### config.mk
export PLATFORM = sky130hd
export DESIGN_NAME = adc_result_fifo
export DESIGN_NICKNAME = d
export VERILOG_FILES = /design/src/rtl/adc_pkg.sv /design/src/rtl/sync_rise_pulse.sv /design/src/rtl/adc_result_fifo.sv
export SDC_FILE = /design/constraint.sdc
export NUM_CORES = 1
export LEC_CHECK = 0
export BUFFER_PORTS_ARGS = -buffer_cell sky130_fd_sc_hd__buf_2
export CAP_MARGIN = 20
export CELL_PAD_IN_SITES_DETAIL_PLACEMENT = 0
export CELL_PAD_IN_SITES_GLOBAL_PLACEMENT = 1
export CORE_UTILIZATION = 45
export CTS_CLUSTER_DIAMETER = 120
export DETAILED_ROUTE_END_ITERATION = 10
export PLACE_DENSITY_LB_ADDON = 0.1
export SLEW_MARGIN = 15
export SYNTH_ARGS = -nofsm -noshare
export SYNTH_HDL_FRONTEND = slang
export SYNTH_HIERARCHICAL = 1
export SYNTH_SLANG_ARGS = --single-unit
### constraint.sdc
create_clock -name clk -period 3.1 [get_ports clk]
set_input_delay 0.62 -clock clk [delete_from_list [all_inputs] [get_ports clk]]
set_output_delay 0.62 -clock clk [all_outputs]
set_load 0.01 [all_outputs]
### src/rtl/adc_pkg.sv
// Shared types for the multi-slope ADC datapath: count width, result triple layout,
// interrupt FSM states and a saturating counter helper.
package adc_pkg;

    parameter int unsigned AdcCountW = 24;

    // Packed as {up, down, rundown}; sequencer and register bank use the same layout.
    typedef struct packed {
        logic [AdcCountW-1:0] up;
        logic [AdcCountW-1:0] down;
        logic [AdcCountW-1:0] rundown;
    } adc_result_t;

    typedef enum logic [1:0] {
        IntIdle   = 2'd0,
        IntAssert = 2'd1,
        IntGap    = 2'd2
    } int_state_e;

    function automatic logic [7:0] sat_inc8(input logic [7:0] v);
        return (v == 8'hFF) ? v : v + 8'd1;
    endfunction

endpackage

### src/rtl/sync_rise_pulse.sv
// Two-flop synchroniser followed by a rising-edge detector; emits a one-cycle pulse
// in the clk domain for each rising edge of the asynchronous input.
module sync_rise_pulse (
    input  logic clk,
    input  logic rst,
    input  logic async_in,
    output logic pulse
);

    logic meta_q;
    logic sync_q;
    logic prev_q;

    always_ff @(posedge clk) begin
        if (rst) begin
            meta_q <= 1'b0;
            sync_q <= 1'b0;
            prev_q <= 1'b0;
        end else begin
            meta_q <= async_in;
            sync_q <= meta_q;
            prev_q <= sync_q;
        end
    end

    assign pulse = sync_q & ~prev_q;

endmodule

### src/rtl/adc_result_fifo.sv
// Result FIFO between the ADC sequencer and the SPI register bank: buffers conversion
// triples, exposes the oldest one and drives a re-arming active-low interrupt.
module adc_result_fifo
    import adc_pkg::*;
#(
    parameter int unsigned W       = AdcCountW,
    parameter int unsigned DEPTH   = 4,
    parameter int unsigned INT_GAP = 16
) (
    input  logic                    clk,
    input  logic                    rst,
    input  logic                    done,
    input  logic [W-1:0]            in_up,
    input  logic [W-1:0]            in_down,
    input  logic [W-1:0]            in_rundown,
    input  logic                    pop_req_async,
    input  logic                    clr_ovf_async,
    output logic [W-1:0]            head_up,
    output logic [W-1:0]            head_down,
    output logic [W-1:0]            head_rundown,
    output logic [$clog2(DEPTH):0]  level,
    output logic                    overflow,
    output logic [7:0]              drop_count,
    output logic                    int_n
);

    localparam int unsigned PtrW = $clog2(DEPTH);
    localparam int unsigned LvlW = PtrW + 1;
    localparam int unsigned ResW = 3 * W;
    localparam int unsigned GapW = $clog2(INT_GAP + 1);
    localparam logic [LvlW-1:0] FullLvl = LvlW'(DEPTH);

    logic pop;
    logic clr;

    sync_rise_pulse u_pop_sync (
        .clk      (clk),
        .rst      (rst),
        .async_in (pop_req_async),
        .pulse    (pop)
    );

    sync_rise_pulse u_clr_sync (
        .clk      (clk),
        .rst      (rst),
        .async_in (clr_ovf_async),
        .pulse    (clr)
    );

    logic [ResW-1:0] mem_q [DEPTH];
    logic [ResW-1:0] in_data;
    logic [ResW-1:0] head_q, head_d;
    logic [PtrW-1:0] wptr_q, wptr_d;
    logic [PtrW-1:0] rptr_q, rptr_d;
    logic [LvlW-1:0] level_q, level_d;
    logic            ovf_q, ovf_d;
    logic [7:0]      drops_q, drops_d;
    int_state_e      state_q, state_d;
    logic [GapW-1:0] gap_q, gap_d;
    logic            int_n_q;

    logic empty;
    logic full;
    logic do_pop;
    logic do_push;
    logic drop;

    assign in_data = {in_up, in_down, in_rundown};

    // Push and pop both judged against the pre-cycle level; a pop makes room for a push.
    always_comb begin
        empty   = (level_q == '0);
        full    = (level_q == FullLvl);
        do_pop  = pop && !empty;
        do_push = done && (!full || do_pop);
        drop    = done && full && !do_pop;

        wptr_d  = do_push ? wptr_q + PtrW'(1) : wptr_q;
        rptr_d  = do_pop  ? rptr_q + PtrW'(1) : rptr_q;
        level_d = level_q;
        if (do_push && !do_pop) begin
            level_d = level_q + LvlW'(1);
        end else if (do_pop && !do_push) begin
            level_d = level_q - LvlW'(1);
        end

        // Forward the incoming triple when it becomes the head in the same cycle.
        head_d = head_q;
        if (level_d != '0) begin
            head_d = (do_push && (rptr_d == wptr_q)) ? in_data : mem_q[rptr_d];
        end
    end

    always_comb begin
        ovf_d   = ovf_q;
        drops_d = drops_q;
        if (drop) begin
            ovf_d   = 1'b1;
            drops_d = clr ? 8'd1 : sat_inc8(drops_q);
        end else if (clr) begin
            ovf_d   = 1'b0;
            drops_d = 8'd0;
        end
    end

    always_comb begin
        state_d = state_q;
        gap_d   = gap_q;
        unique case (state_q)
            IntIdle: begin
                if (!empty) state_d = IntAssert;
            end
            IntAssert: begin
                if (do_pop) begin
                    if (level_d != '0) begin
                        state_d = IntGap;
                        gap_d   = GapW'(INT_GAP - 1);
                    end else begin
                        state_d = IntIdle;
                    end
                end
            end
            IntGap: begin
                if (gap_q == '0) begin
                    state_d = empty ? IntIdle : IntAssert;
                end else begin
                    gap_d = gap_q - GapW'(1);
                end
            end
            default: state_d = IntIdle;
        endcase
    end

    // Storage is deliberately left out of reset.
    always_ff @(posedge clk) begin
        if (do_push && !rst) begin
            mem_q[wptr_q] <= in_data;
        end
    end

    always_ff @(posedge clk) begin
        if (rst) begin
            wptr_q  <= '0;
            rptr_q  <= '0;
            level_q <= '0;
            head_q  <= '0;
            ovf_q   <= 1'b0;
            drops_q <= 8'd0;
            state_q <= IntIdle;
            gap_q   <= '0;
            int_n_q <= 1'b1;
        end else begin
            wptr_q  <= wptr_d;
            rptr_q  <= rptr_d;
            level_q <= level_d;
            head_q  <= head_d;
            ovf_q   <= ovf_d;
            drops_q <= drops_d;
            state_q <= state_d;
            gap_q   <= gap_d;
            int_n_q <= (state_d != IntAssert);
        end
    end

    assign head_up      = head_q[3*W-1 -: W];
    assign head_down    = head_q[2*W-1 -: W];
    assign head_rundown = head_q[W-1:0];
    assign level        = level_q;
    assign overflow     = ovf_q;
    assign drop_count   = drops_q;
    assign int_n        = int_n_q;

endmodule
==> results of run 1 <==
==> per-layer routing <==
metal	up-vias	track usage, %
met4	6	4.66
met3	48	3.72
met1	4041	24.9
met5	-	0
met2	189	29.7
li1	3805	-
==> metrics by stage <==
| stage | utilization (%) | hold slack, ns |
|---|---|---|
| 2_1_floorplan | - | 0.414 |
| 3_3_place_gp | 50.5 | 0.427 |
| 3_5_place_dp | 50.5 | 0.431 |
| 4_1_cts | 54.9 | 0.282 |
| 5_1_grt | 54.9 | 0.290 |
| 6_report | 54.9 | 0.307 |
==> sequential cells by signal, summed over array words and instances, names as in the netlist <==
name / flops
mem_q: 288
head_q: 72
rptr_q: 2
overflow: 1
gap_q: 5
state_q: 2
u_clr_sync/sync_q: 1
u_pop_sync/meta_q: 1
u_pop_sync/prev_q: 1
u_pop_sync/sync_q: 1
u_clr_sync/meta_q: 1
u_clr_sync/prev_q: 1
drop_count: 8
int_n: 1
wptr_q: 2
level: 3
==> logic make-up after synthesis <==
| group | after synthesis |
|---|---|
| xor+xnor | 11 |
| mux | 145 |
| simple gates | 152 |
| compound gates | 103 |
| buf+inv | 64 |
| fa+ha+maj | 10 |
| flops | 390 |
==> worst paths after layout <==
path | startpoint | end | slack, ns | cells past startpoint
worst max-delay path | level[1] | head_q[7] | 0.39 | 9
worst max register to register | level[1] | head_q[7] | 0.39 | 9
worst min register to register | u_clr_sync/meta_q | u_clr_sync/sync_q | 0.44 | 1
worst min-delay path | pop_req_async | u_pop_sync/meta_q | 0.31 | 2
==> critical path: stages, from the launching register on <==
cell and delay, ns:
sky130_fd_sc_hd__dfxtp_1 0.40, sky130_fd_sc_hd__inv_1 0.08, sky130_fd_sc_hd__ha_1 0.28, sky130_fd_sc_hd__and2b_1 0.25, sky130_fd_sc_hd__nor2_4 0.19, sky130_fd_sc_hd__xnor2_4 0.17, sky130_fd_sc_hd__buf_12 0.34, sky130_fd_sc_hd__mux4_2 0.56
sky130_fd_sc_hd__mux2i_1 0.15, sky130_fd_sc_hd__a211oi_1 0.09
==> layout make-up <==
type                    instances  area, um2
fillers                      2682      14800
flip-flops and latches        390      10700
multi-input cells             421       4080
clock buffers                  66       1280
repair buffers                180       1140
well taps                     442        553
clock inverters                15        159
inverters                      12       45.0
diodes                          2       5.00
==> report_power, final <==
group	switching, mW	internal [mW]
clock network	1.98	3.09
logic	1.05	0.762
registers	0.194	6.01
==> layout by cell type, fill, tap and decap left out, types with 2 or more instances in the layout <==
| cell | instances |
|---|---|
| sky130_fd_sc_hd__xnor2_1 | 3 |
| sky130_fd_sc_hd__buf_4 | 5 |
| sky130_fd_sc_hd__clkinv_2 | 5 |
| sky130_fd_sc_hd__nand4_1 | 2 |
| sky130_fd_sc_hd__clkinv_1 | 5 |
| sky130_fd_sc_hd__bufinv_16 | 3 |
| sky130_fd_sc_hd__clkbuf_16 | 46 |
| sky130_fd_sc_hd__xor2_1 | 6 |
| sky130_fd_sc_hd__nor2b_2 | 2 |
| sky130_fd_sc_hd__edfxtp_1 | 288 |
| sky130_fd_sc_hd__nor2_1 | 89 |
| sky130_fd_sc_hd__nand2_1 | 10 |
| sky130_fd_sc_hd__nand3_1 | 6 |
| sky130_fd_sc_hd__a31oi_1 | 4 |
| sky130_fd_sc_hd__and2_4 | 4 |
| sky130_fd_sc_hd__or2_2 | 3 |
| sky130_fd_sc_hd__nor3_1 | 3 |
| sky130_fd_sc_hd__mux4_2 | 72 |
| sky130_fd_sc_hd__nor2b_1 | 9 |
| sky130_fd_sc_hd__o21ai_0 | 6 |
| sky130_fd_sc_hd__mux2i_1 | 73 |
| sky130_fd_sc_hd__nor4_1 | 4 |
| sky130_fd_sc_hd__diode_2 | 2 |
| sky130_fd_sc_hd__nand2b_1 | 2 |
| sky130_fd_sc_hd__a211oi_1 | 75 |
| sky130_fd_sc_hd__inv_1 | 12 |
| sky130_fd_sc_hd__buf_12 | 15 |
| sky130_fd_sc_hd__and3_1 | 2 |
| sky130_fd_sc_hd__a21o_1 | 2 |
| sky130_fd_sc_hd__ha_1 | 10 |
| sky130_fd_sc_hd__dfxtp_1 | 102 |
| sky130_fd_sc_hd__or3_1 | 2 |
| sky130_fd_sc_hd__a21oi_1 | 11 |
| sky130_fd_sc_hd__buf_2 | 160 |
| sky130_fd_sc_hd__nand4b_1 | 2 |
| sky130_fd_sc_hd__nor2_4 | 2 |
| sky130_fd_sc_hd__nand3b_1 | 5 |
| sky130_fd_sc_hd__clkbuf_1 | 15 |
| sky130_fd_sc_hd__clkbuf_8 | 5 |
==> summary by stage, run 1 <==
CTS
The clock passes through at most 3 buffers. Hold repair after CTS inserted 0 buffers. For the worst-skew pair, the clock arrives at the later sink with an insertion delay of 0.54 ns.

Once the clock tree was built, the setup fixing pass inserted 0 buffers. The root cell of the clock tree is sky130_fd_sc_hd__clkbuf_16. The H-tree was split into 2 levels. The clock-pin slew reported for the worst setup and hold paths after clock tree synthesis is 0.05 ns. TritonCTS built the clock tree. The clock sink count is 390. The number of resized instances in the post-cts repair step is 0.

The TritonCTS buffer count is 44.

Setup path
The launching element type of the critical path is a register. Along the worst path, the maximum fanout reaches 40. The critical setup path kind is reg2reg. Data arrives at the worst endpoint at 3.09 ns. For the worst setup path, the data required time is 3.48 ns. The element type at the critical path end is a register.

Placement
The final weighted congestion in routability-driven placement is 0.714. Detailed placement ended at an HPWL of 17600 um. The number of buffers added on ports is 161. Prior to clock tree synthesis, the placed netlist has a worst setup slack of 0.369 ns. The placed instance count is 1445. After detailed placement, the total cell area comes to 16500 um2.

Synth
The leading cell type by number of instances after synthesis is sky130_fd_sc_hd__edfxtp_1. The fraction of synthesized area in multiplexers is 15.6%. The biggest area consumer among synthesized cells is sky130_fd_sc_hd__edfxtp_1. The synthesized-area fraction occupied by and/or/nand/nor cells is 4.85%. Counting distinct cell types in the post-synthesis netlist gives 43. By area the synthesized netlist is led by sky130_fd_sc_hd__edfxtp_1 (57%), sky130_fd_sc_hd__dfxtp_1 (14%), sky130_fd_sc_hd__mux4_2 (11%). The fraction of the yosys area taken by sequential cells is 71.1%.

In the synthesized netlist the async set-or-reset flop fraction comes to 0%. The post-synthesis instance area is 15000 um2. In the synthesized netlist, the number of instances is 875. The synthesis-stage register bit count is 390.

Summing the areas of all compound-gate instances in the mapped netlist gives 4.87% of the synthesized area. Yosys printed 6 warnings. The most used flip-flop cell after synthesis is sky130_fd_sc_hd__edfxtp_1. Of the total synthesized cell area, the portion taken by full adders, half adders and majority gates is 0.832%. The number of nets in the synthesized netlist is 962. The area share of the largest cell type after synthesis is 57.5%. The average instance in the mapped netlist occupies 17.2 um2. Summing the areas of all xor and xnor instances in the mapped netlist gives 0.765% of the synthesized area. Ranked by instance count, the synthesized netlist is headed by sky130_fd_sc_hd__edfxtp_1 (288), sky130_fd_sc_hd__dfxtp_1 (102), sky130_fd_sc_hd__nor2_1 (89), sky130_fd_sc_hd__a211oi_1 (75), sky130_fd_sc_hd__mux2i_1 (73).

The number of flops mapped to enable cells by yosys is 288. The largest family of logic cells by synthesized area is multiplexers.

Power and ir drop
Summed over all cells, the static leakage comes to 6.40 nW. The largest vdd supply drop is 418 uV. Power spread over the standard cell area amounts to 730 nW/um2. The total power is 13.1 mW.

Die
The overall die height is 185 um. The floorplan step defined a core boundary enclosing 32700 um2. Measured along the x axis, the die boundary spans 185 um. The starting density of the core is 46.0%. The site row count is 66.

The I/O pin count is 162. The die covers 34200 um2.

Global routing
The number of antenna violations at the first check in global routing is 4. In the global route stage, overall resource usage came out at 18.2%. Entering global routing, the biggest net connects 91 pins. The global route total overflow is 0.

The via count of the first global-routing pass is 8234. The global-route wire length before repair is 47300 um.

Cells and area
The share of post-route cells with drive strength above 1 is 30.2%. The area added between synthesis and finish is 19.3%. After the flow finishes, the layout carries non-filler instances totaling 1528. The net count of the finished layout is 1136. After routing the design area is 17900 um2.

Timing
The worst pin sits at a relative slew slack of 55.2%. The final critical-path setup slack is 0.391 ns. The final critical-path share of the clock period is 87.4%.

Setup total negative slack on the finished layout was measured at 0 ns. The measured slew at the worst slew-check pin is 0.672 ns. The hold violation count in the final report was 0.

Static timing analysis puts the maximum clock frequency at 0.369 GHz. The count of final setup violators is 0. The number of max-slew violations in the final report is 0. The final worst clock skew is 0.0174 ns. The minimum period implied by the final worst setup slack is 2.71 ns. Setup repair after global routing left no endpoint under its margin.

Worst hold path
The worst hold path belongs to the class in2reg.

Route
The top routing layer in use is met5. The total length of routed met3 wires is 1690 um. The routed layout has 8089 vias.

The initial DRC count is 365. The via density per instance is 5.29. The post-route DRC violation count is 0. The met2 wire length is 14500 um. The first-pass detailed-route iteration total is 4.

The sum of routed wire segments on met1 is 13400 um. The count of nets left with antenna violations once routing finished came out at 0. Dividing the detail-routed wire length by the instance count gives 19.8 um. After detailed routing, the total wire length is 30200 um.

Outcome
The run finished with clean final reports.

Job
The number of max-cap violations is 0.
Power figures use the tool's default switching activity.
==> run 2, diff against run 1 <==
--- a/config.mk
+++ b/config.mk
@@ -5,14 +5,15 @@
 export SDC_FILE = /design/constraint.sdc
 export NUM_CORES = 1
 export LEC_CHECK = 0
+export ABC_AREA = 1
 export BUFFER_PORTS_ARGS = -buffer_cell sky130_fd_sc_hd__buf_2
 export CAP_MARGIN = 20
 export CELL_PAD_IN_SITES_DETAIL_PLACEMENT = 0
 export CELL_PAD_IN_SITES_GLOBAL_PLACEMENT = 1
-export CORE_UTILIZATION = 45
+export CORE_UTILIZATION = 42
 export CTS_CLUSTER_DIAMETER = 120
 export DETAILED_ROUTE_END_ITERATION = 10
-export PLACE_DENSITY_LB_ADDON = 0.1
+export PLACE_DENSITY = 0.83
 export SLEW_MARGIN = 15
 export SYNTH_ARGS = -nofsm -noshare
 export SYNTH_HDL_FRONTEND = slang
==> summary by stage, run 2 <==
CTS
The tree is rooted in a sky130_fd_sc_hd__clkbuf_16. The number of resized instances in the post-cts repair step is 0 (unchanged). The TritonCTS buffer count was 42 (-4.5%). The clock sink count is 390 (unchanged). The number of buffers on the longest clock path is 3 (unchanged).

The number of H-tree levels is 2 (unchanged). The clock-pin slew reported for the worst setup and hold paths after clock tree synthesis was 0.06 ns (about the same). The TritonCTS clock tree is built.

The source-to-sink clock delay at the later pin of the worst-skew pair is 0.57 ns (+0.03 ns). The number of buffers inserted to repair setup after CTS is 0 (unchanged). The count of hold buffers inserted by post-cts repair is 0 (unchanged).

Route
The via density per instance is 4.94 (-6.7%). The final wirelength is 35600 um (+18%). The average detailed-routed wire length per instance is 15.4 um (-22%). The routed via count is 11385 (+41%).

The post-route DRC violation count is 0 (unchanged). The antenna violation net count after detailed routing is 0 (unchanged). The initial DRC count is 621 (+70%).

The first-pass detailed-route iteration total is 5 (+1).

Synth
The synthesized-area fraction occupied by and/or/nand/nor cells was 15.3% (+10 points). The synthesized area per cell was 10.1 um2 (-41%). The fraction of synthesized area in multiplexers came to 0% (-16 points).

The leading cell type by number of instances after synthesis is sky130_fd_sc_hd__nand2_1. The share of the synthesized netlist area taken by xor and xnor gates is 0.107% (-0.66 points). The area share of the largest cell type after synthesis is 52.9% (-4.5 points). By area the synthesized netlist is led by sky130_fd_sc_hd__edfxtp_1 (53%), sky130_fd_sc_hd__dfxtp_1 (13%), sky130_fd_sc_hd__nand2_1 (9.5%). The number of flops mapped to enable cells by yosys is 288 (unchanged). The post-synthesis share of cell area spent on full adders, half adders and majority gates was 0.766% (-0.066 points). The post-synthesis instance area is 16300 um2 (+8.6%). The complex-gate fraction of the synthesized area is 10.8% (+6.0 points). The async set-or-reset flop fraction in the synthesized netlist is 0% (unchanged). The main flop type after synthesis is sky130_fd_sc_hd__edfxtp_1. The synthesized design spends more area on one cell type than any other, namely sky130_fd_sc_hd__edfxtp_1. The synthesis-stage register bit count was 390 (unchanged).

The instance count of the mapped netlist is 1622 (+85%). The largest family of logic cells by synthesized area is simple AND/OR/NAND/NOR gates. The number of distinct standard cells referenced by the synthesized netlist is 33 (-23%). The fraction of the yosys area taken by sequential cells came to 65.4% (-5.6 points). The number of warnings issued by yosys was 6 (unchanged). In the synthesized netlist, the cells that appear most often are sky130_fd_sc_hd__nand2_1 (413), sky130_fd_sc_hd__edfxtp_1 (288), sky130_fd_sc_hd__inv_1 (182), sky130_fd_sc_hd__nor2_1 (173), sky130_fd_sc_hd__o21ai_0 (151). The net count after synthesis is 1709 (+78%).

Placement
The number of buffers added on ports is 161 (unchanged). The cell area after placement is 17600 um2 (+6.8%). The placed instance count is 2226 (+54%). The final weighted congestion in routability-driven placement is 0.806 (+13%). The post-DP HPWL is 19800 um (+13%). The worst setup slack after placement is 0.372 ns (+0.00255 ns).

Setup path
The element type at the critical path end is a register. The minimum setup slack among reg-to-reg paths was 0.39 ns (about the same). The worst setup path is of the reg2reg kind. The arrival time of the worst setup path came to 3.21 ns (+0.12 ns). The launching element type of the critical path is a register. The highest net fanout along the worst path is 72 (+80%). The critical path required time came to 3.60 ns (+0.12 ns).

Power and ir drop
The largest vdd supply drop came to 369 uV (-12%). The total power came to 12.5 mW (-4.6%). The leakage power figure is 8.07 nW (+26%). The cell area power density came to 659 nW/um2 (-9.6%).

Die
The starting density of the core came to 43.1% (-2.9 points). The site row count is 71 (+7.6%). The standard cell core area came to 37900 um2 (+16%). The x dimension of the die was 199 um (+7.8%).

The floorplan die area came to 39700 um2 (+16%). The overall die height was 199 um (+7.8%). The I/O pin count came to 162 (unchanged).

Job
The number of max-cap violations came to 0 (unchanged).

Timing
The upper clock frequency limit came to 0.369 GHz (about the same). The worst-case hold slack came to 0.268 ns (-0.0397 ns). The minimum period implied by the final worst setup slack is 2.71 ns (+0.000329 ns).

The final total negative setup slack was 0 ns (unchanged). Setup repair after global routing left no endpoint under its margin. The final critical-path share of the clock period is 87.4% (about the same).

The final worst clock skew is 0.0159 ns (-0.00151 ns). The number of max-slew violations in the final report was 0 (unchanged). The measured slew at the worst slew-check pin came to 0.949 ns (+0.277 ns). The worst slew margin relative to its limit is 36.7% (-18 points). The count of final setup violators is 0 (unchanged). The final critical-path setup slack is 0.390 ns (-0.000329 ns). The hold violation count in the final report is 0 (unchanged).

Cells and area
The most common cell after layout, fill and taps aside is sky130_fd_sc_hd__nand2_1. The net count reported at finish came to 1846 (+63%). The count of non-filler cells in the finished layout is 2305 (+51%). From synthesis to final layout, the design area changed by 16.0%. The post-route cell area is 19000 um2 (+5.6%).

The number of flip-flops under the largest register name was 288 (unchanged). The top cell types in the final layout, fill and taps aside, are sky130_fd_sc_hd__nand2_1 (411), sky130_fd_sc_hd__edfxtp_1 (288), sky130_fd_sc_hd__inv_1 (181), sky130_fd_sc_hd__nor2_1 (169), sky130_fd_sc_hd__buf_2 (161). Counting flops per register, the top entry is mem_q. The share of post-route cells with drive strength above 1 was 14.6% (-16 points). The end-of-flow core utilization is 50.0% (-4.9 points).

Worst hold path
The worst hold path belongs to the class in2reg.

Global routing
The total track usage is 18.4% (+0.22 points). The via count of the first global-routing pass is 10671 (+30%). The global route total overflow is 0 (unchanged). The number of antenna violations at the first check in global routing was 4 (unchanged). The global-route wire length before repair is 56800 um (+20%).

The largest net degree at the start of global routing is 190 (+110%).

Outcome
The flow ran to the end, and the final reports show no timing, DRC or antenna violations.
-- run 2: worst paths after layout --
path	startpoint	end	depth (start not counted)
min reg2reg	u_clr_sync/meta_q	u_clr_sync/sync_q	2
min	pop_req_async	u_pop_sync/meta_q	3
max reg2reg	level[0]	head_q[22]	15
max	level[0]	head_q[22]	15
-- run 2: final cells by class --
type / instances / area [um2]
Fill cell: 3423 / 19000
Antenna cell: 3 / 7.51
Clock inverter: 14 / 134
Multi-Input combinational cell: 957 / 4460
Inverter: 187 / 704
Clock buffer: 62 / 1190
Tap cell: 511 / 639
Sequential cell: 390 / 10700
Timing Repair Buffer: 181 / 1130
-- run 2: where the power goes --
part           internal (mW)  leakage, nW  total, mW  switching, mW
Clock                   2.83        0.648       4.84           2.01
Sequential              5.91         3.46       6.03          0.124
Combinational          0.555         3.96       1.63           1.07
-- run 2: layer usage --
layer  share of wire, %  track usage, %  vias to the layer above
met5               0.10               0                        -
met4                2.6            6.92                        6
met3                5.6            3.22                       66
met2                 46            30.5                      261
met1                 45            24.1                     5369
li1                   -               -                     5683
-- run 2: worst max-delay path, stage by stage (launching register included) --
cell                      delay, ns
sky130_fd_sc_hd__dfxtp_1       0.40
sky130_fd_sc_hd__inv_1         0.12
sky130_fd_sc_hd__ha_1          0.31
sky130_fd_sc_hd__nand2_4       0.16
sky130_fd_sc_hd__nand2_8       0.09
sky130_fd_sc_hd__nand2_1       0.11
sky130_fd_sc_hd__nand2_4       0.08
sky130_fd_sc_hd__inv_2         0.05
sky130_fd_sc_hd__nand2_1       0.04
sky130_fd_sc_hd__nand2_1       0.16
sky130_fd_sc_hd__nor2_8        0.06
sky130_fd_sc_hd__inv_4         0.67
sky130_fd_sc_hd__nand2_1       0.16
sky130_fd_sc_hd__nand2_1       0.09
sky130_fd_sc_hd__nor2_1        0.04
sky130_fd_sc_hd__nor2_1        0.08
-- run 2: kinds of logic after synthesis --
family,count (synthesis)
AND/OR/NAND/NOR,631
flip-flops,390
AO/OA/AOI/OAI,314
buffers and inverters,275
adder cells (fa/ha/maj),10
XOR/XNOR,2
